==> src/rtl/ofdm_pkg.sv <==
// Shared defaults, FSM state codes and the bit-reverse helper for the OFDM sample buffer.
package ofdm_pkg;

  localparam int unsigned DEF_DATA_W    = 16;
  localparam int unsigned DEF_ADDR_W    = 10;
  localparam int unsigned DEF_FRAME_LEN = 1024;

  localparam logic [1:0] FILL  = 2'd0;
  localparam logic [1:0] DRAIN = 2'd1;
  localparam logic [1:0] FLUSH = 2'd2;

  // Reverse the low nbits of a; bits above nbits are zero.
  function automatic logic [31:0] bitrev(input logic [31:0] a, input int unsigned nbits);
    logic [31:0] r;
    r = '0;
    for (int unsigned i = 0; i < nbits && i < 32; i++) begin
      r[5'(i)] = a[5'(nbits - 1 - i)];
    end
    return r;
  endfunction

endpackage

==> src/rtl/ofdm_skid_buf.sv <==
// Two-entry valid/ready skid FIFO; head entry is registered and drives the outputs directly.
module ofdm_skid_buf #(
  parameter int unsigned WIDTH = 17
) (
  input  logic             clk,
  input  logic             reset,
  input  logic [WIDTH-1:0] in_data,
  input  logic             in_valid,
  output logic [WIDTH-1:0] out_data,
  output logic             out_valid,
  input  logic             out_ready,
  output logic [1:0]       count
);

  logic [WIDTH-1:0] head;
  logic [WIDTH-1:0] tail;
  logic             head_v;
  logic             tail_v;
  logic             pop;

  assign pop       = head_v && out_ready;
  assign out_data  = head;
  assign out_valid = head_v;
  assign count     = {tail_v, head_v & ~tail_v};

  // Writer guarantees a free slot, so a push never meets a full buffer without a pop.
  always_ff @(posedge clk) begin
    if (reset) begin
      head   <= '0;
      tail   <= '0;
      head_v <= 1'b0;
      tail_v <= 1'b0;
    end else begin
      case ({in_valid, pop})
        2'b10: begin
          if (!head_v) begin
            head   <= in_data;
            head_v <= 1'b1;
          end else begin
            tail   <= in_data;
            tail_v <= 1'b1;
          end
        end
        2'b01: begin
          head   <= tail;
          head_v <= tail_v;
          tail_v <= 1'b0;
        end
        2'b11: begin
          if (tail_v) begin
            head <= tail;
            tail <= in_data;
          end else begin
            head <= in_data;
          end
        end
        default: ;
      endcase
    end
  end

endmodule

==> src/rtl/ofdm_sample_buf_ctrl.sv <==
// Fills the symbol RAM from the upstream stream, then drains it in order to the FFT.
// Define BITREV_READ_EN to read the RAM in bit-reversed address order during drain.
module ofdm_sample_buf_ctrl
  import ofdm_pkg::*;
#(
  parameter int unsigned DATA_W    = DEF_DATA_W,
  parameter int unsigned ADDR_W    = DEF_ADDR_W,
  parameter int unsigned FRAME_LEN = DEF_FRAME_LEN
) (
  input  logic              clk,
  input  logic              reset,
  input  logic [DATA_W-1:0] s_data,
  input  logic              s_valid,
  output logic              s_ready,
  output logic [DATA_W-1:0] m_data,
  output logic              m_valid,
  input  logic              m_ready,
  output logic              m_last,
  output logic              ram_ce,
  output logic              ram_oce,
  output logic              ram_wre,
  output logic [ADDR_W-1:0] ram_ad,
  output logic [DATA_W-1:0] ram_din,
  input  logic [DATA_W-1:0] ram_dout,
  output logic              frame_done
);

  localparam logic [ADDR_W-1:0] LAST_AD = ADDR_W'(FRAME_LEN - 1);

  logic [1:0]        state;
  logic [1:0]        state_nxt;
  logic [ADDR_W-1:0] wr_cnt;
  logic [ADDR_W-1:0] wr_cnt_nxt;
  logic [ADDR_W-1:0] rd_cnt;
  logic [ADDR_W-1:0] rd_cnt_nxt;
  logic [ADDR_W-1:0] rd_ad;
  logic              rd_pend;
  logic              rd_last_pend;
  logic              wr_go;
  logic              rd_go;
  logic              pop;
  logic              rd_space;
  logic [2:0]        occ;
  logic [1:0]        skid_cnt;
  logic [DATA_W:0]   skid_out;
  logic              skid_valid;

`ifdef BITREV_READ_EN
  localparam int unsigned LOG2_LEN = $clog2(FRAME_LEN);
  assign rd_ad = ADDR_W'(bitrev(32'(rd_cnt), LOG2_LEN));
`else
  assign rd_ad = rd_cnt;
`endif

  assign pop = m_valid && m_ready;

  // Reads still in flight already own a skid slot.
  assign occ      = 3'(skid_cnt) + 3'(rd_pend);
  assign rd_space = (occ < 3'd2) || (pop && (occ == 3'd2));

  always_comb begin
    state_nxt  = state;
    wr_cnt_nxt = wr_cnt;
    rd_cnt_nxt = rd_cnt;
    s_ready    = 1'b0;
    wr_go      = 1'b0;
    rd_go      = 1'b0;
    case (state)
      FILL: begin
        s_ready = 1'b1;
        if (s_valid) begin
          wr_go      = 1'b1;
          wr_cnt_nxt = wr_cnt + 1'b1;
          if (wr_cnt == LAST_AD) begin
            state_nxt  = DRAIN;
            wr_cnt_nxt = '0;
          end
        end
      end
      DRAIN: begin
        if (rd_space) begin
          rd_go      = 1'b1;
          rd_cnt_nxt = rd_cnt + 1'b1;
          if (rd_cnt == LAST_AD) begin
            state_nxt = FLUSH;
          end
        end
      end
      FLUSH: begin
        if (pop && m_last) begin
          state_nxt  = FILL;
          rd_cnt_nxt = '0;
        end
      end
      default: state_nxt = FILL;
    endcase
    if (reset) begin
      s_ready = 1'b0;
      wr_go   = 1'b0;
      rd_go   = 1'b0;
    end
  end

  always_ff @(posedge clk) begin
    if (reset) begin
      state        <= FILL;
      wr_cnt       <= '0;
      rd_cnt       <= '0;
      rd_pend      <= 1'b0;
      rd_last_pend <= 1'b0;
    end else begin
      state        <= state_nxt;
      wr_cnt       <= wr_cnt_nxt;
      rd_cnt       <= rd_cnt_nxt;
      rd_pend      <= rd_go;
      rd_last_pend <= rd_go && (rd_cnt == LAST_AD);
    end
  end

  // RAM pins follow the same-cycle handshake; idle cycles park the bus at zero.
  assign ram_oce = 1'b1;
  assign ram_ce  = wr_go || rd_go;
  assign ram_wre = wr_go;
  assign ram_ad  = wr_go ? wr_cnt : (rd_go ? rd_ad : '0);
  assign ram_din = wr_go ? s_data : '0;

  ofdm_skid_buf #(
    .WIDTH (DATA_W + 1)
  ) u_skid (
    .clk       (clk),
    .reset     (reset),
    .in_data   ({rd_last_pend, ram_dout}),
    .in_valid  (rd_pend),
    .out_data  (skid_out),
    .out_valid (skid_valid),
    .out_ready (m_ready),
    .count     (skid_cnt)
  );

  assign m_data     = skid_out[DATA_W-1:0];
  assign m_valid    = skid_valid;
  assign m_last     = skid_valid && skid_out[DATA_W];
  assign frame_done = pop && m_last;

endmodule

==> config.mk <==
export PLATFORM = sky130hd
export DESIGN_NAME = ofdm_sample_buf_ctrl
export DESIGN_NICKNAME = d
export VERILOG_FILES = /design/src/rtl/ofdm_pkg.sv /design/src/rtl/ofdm_skid_buf.sv /design/src/rtl/ofdm_sample_buf_ctrl.sv
export SDC_FILE = /design/constraint.sdc
export NUM_CORES = 1
export LEC_CHECK = 0
export ABC_AREA = 0
export CAP_MARGIN = 10
export CORE_MARGIN = 4
export CORE_UTILIZATION = 45
export CTS_CLUSTER_DIAMETER = 100
export DETAILED_ROUTE_END_ITERATION = 10
export GPL_TIMING_DRIVEN = 0
export PLACE_DENSITY = 0.72
export SYNTH_ARGS = -nofsm -noshare
export SYNTH_HDL_FRONTEND = slang
export SYNTH_SLANG_ARGS = --single-unit
==> constraint.sdc <==
create_clock -name clk -period 3.6 [get_ports clk]
set_input_delay 1.08 -clock clk [delete_from_list [all_inputs] [get_ports clk]]
set_output_delay 1.08 -clock clk [all_outputs]
set_load 0.005 [all_outputs]
==> impl_metrics.yaml, run 1 <==
run_status:
  outcome: "finished, final reports clean"
placed_design:
  port_buffers: 83
  hpwl_mm: 5.866
  gp_congestion: 0.8544
critical_path:
  crit-reg2reg-launch: "u_skid.out_valid"
  critical_path_class: "input pin to primary output"
  crit_chain: "clkdlybuf4s15_2 > or3b_4 > nor2_4 > buf_6 > buf_4 > buf_4 > a22o_1 > buf_2"
  crit_fanout: 5
  arrival_ns: 2.48
  start_kind: "input pin"
  required_ns: 2.52
  critPathSlowestCell: "or3b_4"
  critPathMaxStageDelay_ns: 0.41
  end_kind: "primary output"
  startpoint: "s_valid"
  timing.critical_path.mode_cell: "buf_4"
global_routing:
  track_usage_pct: 20.55
  grt_pass1_wl_mm: 13.99
  antenna_found_initial: 0
  grt_max_degree: 12
  first_global_vias: 2926
  grt-ovfl-total: 0
routing:
  drt_iter0_markers: 174
  vias_per_cell: 5.441
  drtPass1Iterations: 7
  wire_per_inst_um: 15.07
  vias: 3036
  wirelength_mm: 8.408
  ant_nets: 0
  route.detailed.drc: 0
logic_synthesis:
  synth_fp_nets: 399
  ys_top_cells_by_area: "dfxtp_1, mux2i_1, nor2_1"
  ys_seq_area_share_pct: 38.38
  yosysMostFrequentCell: "dfxtp_1"
  synth-edff-count: 0
  yosysTopAreaCellShare_pct: 38.38
  syn-instance-count: 355
  async_flop_share_pct: 0
  yosys-top-cells-count: "dfxtp_1, nor2_1, mux2i_1"
  ys_ff_latch: 60
  synth.distinct_cells: 49
  synth_area_um2: 3129
  ys_warn_count: 0
  netlist.top_cell.by_area: "dfxtp_1"
  synth_ff_type: "dfxtp_1"
  synth_area_per_cell_um2: 8.815
cells_and_area:
  insertedDiodeCount: 0
  fin_util_pct: 66.17
  fillers: 560
  drive_gt1_share_pct: 23.43
  area_growth_pct: 42.86
  final_nets: 517
sta:
  hold_violations: 0
  max_freq_ghz: 0.2811
  final_max_slew_viol_count: 0
  period_minus_slack_ns: 3.557
  rsz0062_at_grt: "false"
  max_slew_margin_pct: 56.03
  final.setup.tns_ns: 0
  fin_skew_ns: 0.009725
  setup_viol: 0
  post-route-period-util_pct: 98.82
  worst_pin_slew_ns: 0.6412
job:
  cap_violations: 0
cts:
  cts_root_buf: "clkbuf_8"
  cts_buffer_depth: 2
  cts_buffers: 9
  insertion_delay_ns: 0.34
  cts_hold_buf: 0
  clk_pin_slew_ns: 0.07
  cts_num_sinks: 60
  cts_tree: "yes"
  h-tree-depth: 3
power:
  power.density_nw_per_um2: 313.6
  p_leak_nw: 1.812
  vdd_drop_max_v: 0.0002616
floorplan:
  rows: 30
  initial_utilization_pct: 46.31
  die_h_um: 91.39
  core_um2: 6756
  pin_count: 85
  chipWidth_um: 91.39
  die_area_um2: 8352
hold_path:
  min_path_type: "flop to flop"
  min_from: "u_skid.tail[16]"
-- kinds of logic after synthesis --
kind of cell,after synthesis,share of synthesized area [%]
xor+xnor,8,2.239
flops,60,38.38
fa+ha+maj,8,3.199
other cells,1,0.1198
buf+inv,52,9.196
simple gates,131,22.51
compound gates,74,17.59
mux,21,6.757
-- where the power goes --
part	total (mW)	leakage [nW]	internal, mW	switching [mW]
Sequential	0.668	0.485	0.665	0.00321
Clock	0.605	0.0983	0.337	0.268
Combinational	0.129	1.23	0.0787	0.0505
Total	1.40	1.81	1.08	0.322
-- metrics by stage --
| stage | power (mW) | instance area (um^2) | instances | hold slack [ns] | setup slack [ns] |
|---|---|---|---|---|---|
| 2_1_floorplan | 0.7248 | 3129 | 355 | 0.4591 | 0.4125 |
| 3_3_place_gp | 0.7941 | 4060 | 518 | 0.4741 | -0.7476 |
| 3_5_place_dp | 0.7953 | 4060 | 518 | 0.4837 | -0.7473 |
| 5_1_grt | 1.457 | 4471 | 558 | 0.5154 | 0.002840 |
| 4_1_cts | 1.412 | 4466 | 556 | 0.5002 | -0.08672 |
| 6_report | 1.402 | 4471 | 558 | 0.4948 | 0.04251 |
-- registers in the layout, summed over array words and instances, names as in the netlist --
register	flops
u_skid.tail_v	1
state	2
u_skid.tail	17
u_skid.out_data	17
wr_cnt	10
rd_last_pend	1
u_skid.out_valid	1
rd_ad	10
rd_pend	1
-- final timing paths --
kind                                   endpoint  slack (ns)  cells past startpoint
worst min register to register  u_skid.tail[16]        0.49                      2
worst max-delay path                  ram_ad[9]        0.04                      8
worst min-delay path            u_skid.tail[16]        0.49                      2
worst max register to register         rd_ad[8]        1.22                     11
-- final cells by class --
type | instances | area (um^2) | area share, %
multi-input combinational | 243 | 1693 | 37.87
sequential | 60 | 1206 | 26.98
timing repair buffer | 108 | 949.7 | 21.24
buffer | 37 | 267.8 | 5.989
clock buffer | 10 | 137.6 | 3.079
tap | 80 | 100.1 | 2.239
clock inverter | 6 | 63.81 | 1.427
inverter | 14 | 52.55 | 1.175
-- routing by layer --
layer | GRT usage, % | share of wire, % | vias up | wire length [um]
li1 | - | - | 1487 | -
met1 | 25.64 | 44 | 1438 | 3713
met2 | 31.16 | 48 | 90 | 4002
met3 | 7.208 | 5.8 | 21 | 487
met4 | 10.43 | 2.4 | 0 | 204
met5 | 0 | 0 | - | 0
-- worst max-delay path: cells and delay by family --
| kind | cells | cell delay (ns) |
|---|---|---|
| AOI/OAI and AO/OA | 1 | 0.14 |
| buffers and inverters | 5 | 0.65 |
| and+or+nand+nor | 2 | 0.60 |
-- layout by cell type, fill, tap and decap left out, drive strengths merged, types with 7 or more instances in the layout --
cell,netlist,routed
a211oi,17,17
dlygate4sd2,0,11
nor2,52,52
clkdlybuf4s50,0,51
dfxtp,60,60
a22o,7,7
mux2i,20,20
inv,14,14
and2,17,17
nor3,7,7
nand2,16,16
a21oi,10,10
ha,8,8
o21ai,7,7
nand3,8,8
buf,29,67
clkbuf,9,22
a22oi,18,18
-- what timing repair did --
item	4_1_cts	5_1_grt
cloned	2	0
resized for setup	113	12
setup endpoints to repair	29	24
buffers inserted	20	5
pin swaps	6	6
Power figures use the tool's default switching activity.
==> inputs of run 2 (changes only) <==
CORE_MARGIN = not set   (was 4)
MAX_ROUTING_LAYER = met4   (was not set)
SLEW_MARGIN = 20   (was not set)
==> run 2 against run 1 <==
The run now ends with design-rule violations left. First-iteration DRC count grew 6.3%. Sequential share of layout area is essentially flat. Power shrank 2.9%. Final cell count shrank 0.36%. Clock-buffer cell count is the same. Clock skew grew 0.0013 ns. Fmax shrank 0.46%. Wire length shrank 0.84%. Critical path type unchanged. Largest cell class unchanged. Largest power group unchanged. Highest routed layer unchanged.
==> impl_metrics.yaml, run 2 (synthesis gave the netlist of run 1 again) <==
power:
  p_leak_nw: 1.816
  p_total_mw: 1.361
  vdd_drop_max_v: 0.0002309
  power.density_nw_per_um2: 304.2
sta:
  setup_viol: 0
  fin_skew_ns: 0.01102
  hold_violations: 0
  max_slew_margin_pct: 51.75
  final_max_slew_viol_count: 0
  period_minus_slack_ns: 3.574
  whs_ns: 0.4986
  max_freq_ghz: 0.2798
  post-route-period-util_pct: 99.28
  worst_pin_slew_ns: 0.7036
critical_path:
  reg2reg_depth: 11
  start_kind: "input pin"
  crit_fanout: 10
  critical_path_class: "input pin to primary output"
  required_ns: 2.52
  arrival_ns: 2.49
  end_kind: "primary output"
routing:
  ant_nets: 0
  drtPass1Iterations: 8
  route.detailed.drc: 1
  vias: 3018
  vias_per_cell: 5.428
  wire_per_inst_um: 14.99
  wirelength_mm: 8.337
  drt_iter0_markers: 185
cts:
  cts_buffers: 9
  insertion_delay_ns: 0.35
  cts_tree: "yes"
  clk_pin_slew_ns: 0.07
  cts_hold_buf: 0
  cts_num_sinks: 60
  cts_root_buf: "clkbuf_8"
  h-tree-depth: 3
  cts_buffer_depth: 2
floorplan:
  initial_utilization_pct: 46.31
  die_h_um: 85.39
  pin_count: 85
  rows: 30
  core_um2: 6756
  chipWidth_um: 85.39
  die_area_um2: 7291
cells_and_area:
  drive_gt1_share_pct: 21.43
  fin_cells: 556
  area_growth_pct: 42.94
  final_cell_mix: "dfxtp_1, nor2_1, clkdlybuf4s50_1, buf_4, mux2i_1"
  final_nets: 515
  insertedDiodeCount: 0
  fillers: 605
  mostFrequentLayoutCell: "dfxtp_1"
global_routing:
  track_usage_pct: 24.25
  grt-ovfl-total: 0
  met3_usage_pct: 4.767
  grt_pass1_wl_mm: 13.38
  busiest_layer: "met2"
  grt_max_degree: 13
  met1_usage_pct: 31.66
  grt_util_met2_pct: 37.83
  antenna_found_initial: 0
  first_global_vias: 2784
placed_design:
  gp_congestion: 0.9188
  hpwl_mm: 5.759
  port_buffers: 83
  dp_cells: 518
hold_path:
  min_path_type: "flop to flop"
  hold_depth: 2
run_status:
  violations: "design-rule violations"
  outcome: "finished with violations"
job:
  cap_violations: 0
==> run 2: power by group <==
group          internal [mW]  switching (mW)  total, mW
Sequential             0.664         0.00318      0.667
Clock                  0.274           0.288      0.561
Combinational         0.0814          0.0505      0.132
==> run 2: critical path, stage by stage <==
cell	delay [ns]
dlygate4sd2_1	0.28
buf_6	0.15
nor4bb_4	0.32
a21oi_4	0.06
inv_2	0.08
buf_6	0.14
a22o_1	0.14
dlygate4sd2_1	0.25
==> run 2: final timing paths <==
check | startpoint | endpoint | slack [ns]
max | reset | ram_ad[4] | 0.03
min | u_skid.tail[0] | u_skid.tail[0] | 0.50
max reg2reg | u_skid.out_valid | rd_ad[8] | 1.19
min reg2reg | u_skid.tail[0] | u_skid.tail[0] | 0.50
==> run 2: repair_timing <==
| item | CTS | global route |
|---|---|---|
| setup endpoints to repair | 29 | 24 |
| setup buffers | 18 | 2 |
| pin swaps | 5 | 8 |
| gates resized for setup | 100 | 14 |
| gates cloned | 2 | 0 |
==> run 2: layer usage <==
metal / part of all wire (%) / up-vias
met4: 1.4 / 0
met3: 5.6 / 15
li1: - / 1485
met1: 45 / 1424
met2: 48 / 94
met5: 0 / -
==> run 2: cell type report <==
cell class                      count  area [um^2]  share of cell area, %
Buffer                             38        279.0                  6.238
Clock buffer                       10        137.6                  3.077
Clock inverter                      6        47.55                  1.063
Inverter                           14        52.55                  1.175
Multi-Input combinational cell    243         1693                  37.85
Sequential cell                    60         1205                  26.94
Tap cell                           80        100.1                  2.238
Timing Repair Buffer              105        958.4                  21.43
==> run 2: metrics by stage <==
stage | area [um^2] | worst slack [ns] | util (%) | setup TNS (ns)
2_1_floorplan | 3129 | 0.4125 | - | 0
3_3_place_gp | 4060 | -0.7515 | 60.09 | -18.52
3_5_place_dp | 4060 | -0.7539 | 60.09 | -18.80
4_1_cts | 4437 | -0.1557 | 65.67 | -0.7183
5_1_grt | 4473 | -0.006497 | 66.20 | -0.008013
6_report | 4473 | 0.02596 | 66.20 | 0
==> inputs of run 3 (changes only) <==
CORE_MARGIN = 2   (was not set)
CORE_UTILIZATION = 48   (was 45)
PLACE_DENSITY = 0.77   (was 0.72)
==> run 3 against run 2 <==
The flow now finishes without violations. Die area decreased by 1.5%. Clock skew down 0.0035 ns. Setup slack gained 0.035 ns. Flip-flop and latch count is the same. First-iteration DRC count down 1.1%. Non-clock buffer count is 5 lower. Clock power is 28% higher. Via count decreased by 1.5%. Power grew 11%. Largest power group is now the clock network. Highest routed layer unchanged.
==> impl_metrics.yaml, run 3 (synthesis gave the netlist of run 1 again) <==
run_status:
  outcome: "finished, final reports clean"
critical_path:
  start_kind: "input pin"
  arrival_ns: 2.46
  required_ns: 2.52
  crit-reg2reg-launch: "u_skid.out_valid"
  cp-endpoint: "ram_ad[7]"
  startpoint: "reset"
  r2r_slack_ns: 1.19
  worstReg2RegEnd: "u_skid.out_data[15]"
  critical_path_class: "input pin to primary output"
  end_kind: "primary output"
  reg2reg_depth: 8
  crit_fanout: 7
placed_design:
  dp_cells: 515
  port_buffers: 83
  hpwl_mm: 5.753
  gp_congestion: 0.9021
  dpl_cell_area_um2: 4056
cts:
  cts_num_sinks: 60
  cts_buffers: 9
  clk_pin_slew_ns: 0.06
  cts_tree: "yes"
  cts_root_buf: "clkbuf_8"
  insertion_delay_ns: 0.34
  cts_hold_buf: 0
  cts_buffer_depth: 2
  h-tree-depth: 3
sta:
  post-route-period-util_pct: 98.29
  rsz0062_at_grt: "false"
  final_max_slew_viol_count: 0
  max_slew_margin_pct: 52.84
  final.setup.tns_ns: 0
  hold_violations: 0
  period_minus_slack_ns: 3.539
  fin_skew_ns: 0.007543
  setup_viol: 0
  max_freq_ghz: 0.2826
  worst_pin_slew_ns: 0.6877
cells_and_area:
  final_nets: 510
  area_growth_pct: 42.82
  fin_util_pct: 70.79
  insertedDiodeCount: 0
  fin_cells: 548
  final_area_um2: 4469
  mostFrequentLayoutCell: "dfxtp_1"
  final_cell_mix: "dfxtp_1, clkdlybuf4s50_1, nor2_1, buf_4, mux2i_1"
  drive_gt1_share_pct: 18.68
power:
  p_total_mw: 1.505
  power.density_nw_per_um2: 336.8
  p_leak_nw: 1.806
  vdd_drop_max_v: 0.0003585
routing:
  drtPass1Iterations: 4
  route.detailed.drc: 0
  drt_iter0_markers: 183
  wire_per_inst_um: 15.06
  ant_nets: 0
  vias_per_cell: 5.425
  vias: 2973
  wirelength_mm: 8.255
global_routing:
  grt_pass1_wl_mm: 13.64
  antenna_found_initial: 0
  grt-ovfl-total: 0
  grt_max_degree: 11
  first_global_vias: 2810
  track_usage_pct: 24.44
floorplan:
  chipWidth_um: 84.74
  core_um2: 6314
  initial_utilization_pct: 49.56
  pin_count: 85
  die_h_um: 84.74
  rows: 29
  die_area_um2: 7181
hold_path:
  min_path_type: "flop to flop"
job:
  cap_violations: 0
==> run 3: repair_timing <==
item | 4_1_cts | 5_1_grt
setup buffers | 14 | 2
pin swaps | 8 | 3
setup endpoints to repair | 29 | 26
gates resized for setup | 92 | 4
gates cloned | 1 | 1
==> run 3: per-layer routing <==
metal,GRT usage (%),part of all wire (%),vias to the layer above
met5,-,0,-
met1,31.92,45,1406
li1,-,-,1471
met4,6.349,1.1,0
met3,5.900,5.2,12
met2,38.15,49,84
==> run 3: how the worst min path moves through the flow <==
| stage | startpoint | to | slack (ns) | depth (start not counted) |
|---|---|---|---|---|
| 2_1_floorplan | rd_ad[8] | rd_ad[8] | 0.46 | 1 |
| 3_3_place_gp | u_skid.tail[1] | u_skid.tail[1] | 0.47 | 2 |
| 3_5_place_dp | u_skid.tail[3] | u_skid.tail[3] | 0.49 | 2 |
| 4_1_cts | u_skid.tail[3] | u_skid.tail[3] | 0.50 | 2 |
| 5_1_grt | u_skid.out_data[1] | u_skid.out_data[1] | 0.52 | 2 |
| 6_report | u_skid.tail[16] | u_skid.tail[16] | 0.50 | 2 |
==> run 3: power by group <==
| group | switching, mW | leakage, nW | internal [mW] |
|---|---|---|---|
| registers | 0.00247 | 0.485 | 0.665 |
| clock network | 0.258 | 0.117 | 0.458 |
| logic | 0.0477 | 1.20 | 0.0744 |
| total | 0.308 | 1.81 | 1.20 |
==> run 3: worst max-delay path, stage by stage <==
cell	delay, ns
clkdlybuf4s15_1	0.27
buf_6	0.18
buf_4	0.16
nor2_4	0.17
buf_6	0.12
buf_4	0.12
buf_4	0.10
nand2_1	0.06
o21ai_1	0.08
buf_2	0.13
==> run 3: final cells by class <==
| class | instances | area, um^2 |
|---|---|---|
| Buffer | 37 | 267.8 |
| Timing Repair Buffer | 101 | 929.6 |
| Inverter | 14 | 52.55 |
| Clock inverter | 5 | 100.1 |
| Sequential cell | 60 | 1206 |
| Tap cell | 77 | 96.34 |
| Clock buffer | 11 | 131.4 |
| Fill cell | 495 | 1844 |
| Multi-Input combinational cell | 243 | 1685 |
==> run 3: metrics by stage <==
stage | setup WS (ns) | hold slack [ns]
2_1_floorplan | 0.4125 | 0.4591
3_3_place_gp | -0.7246 | 0.4731
3_5_place_dp | -0.7453 | 0.4869
4_1_cts | 0.003747 | 0.5013
5_1_grt | 0.002973 | 0.5214
6_report | 0.06144 | 0.4966
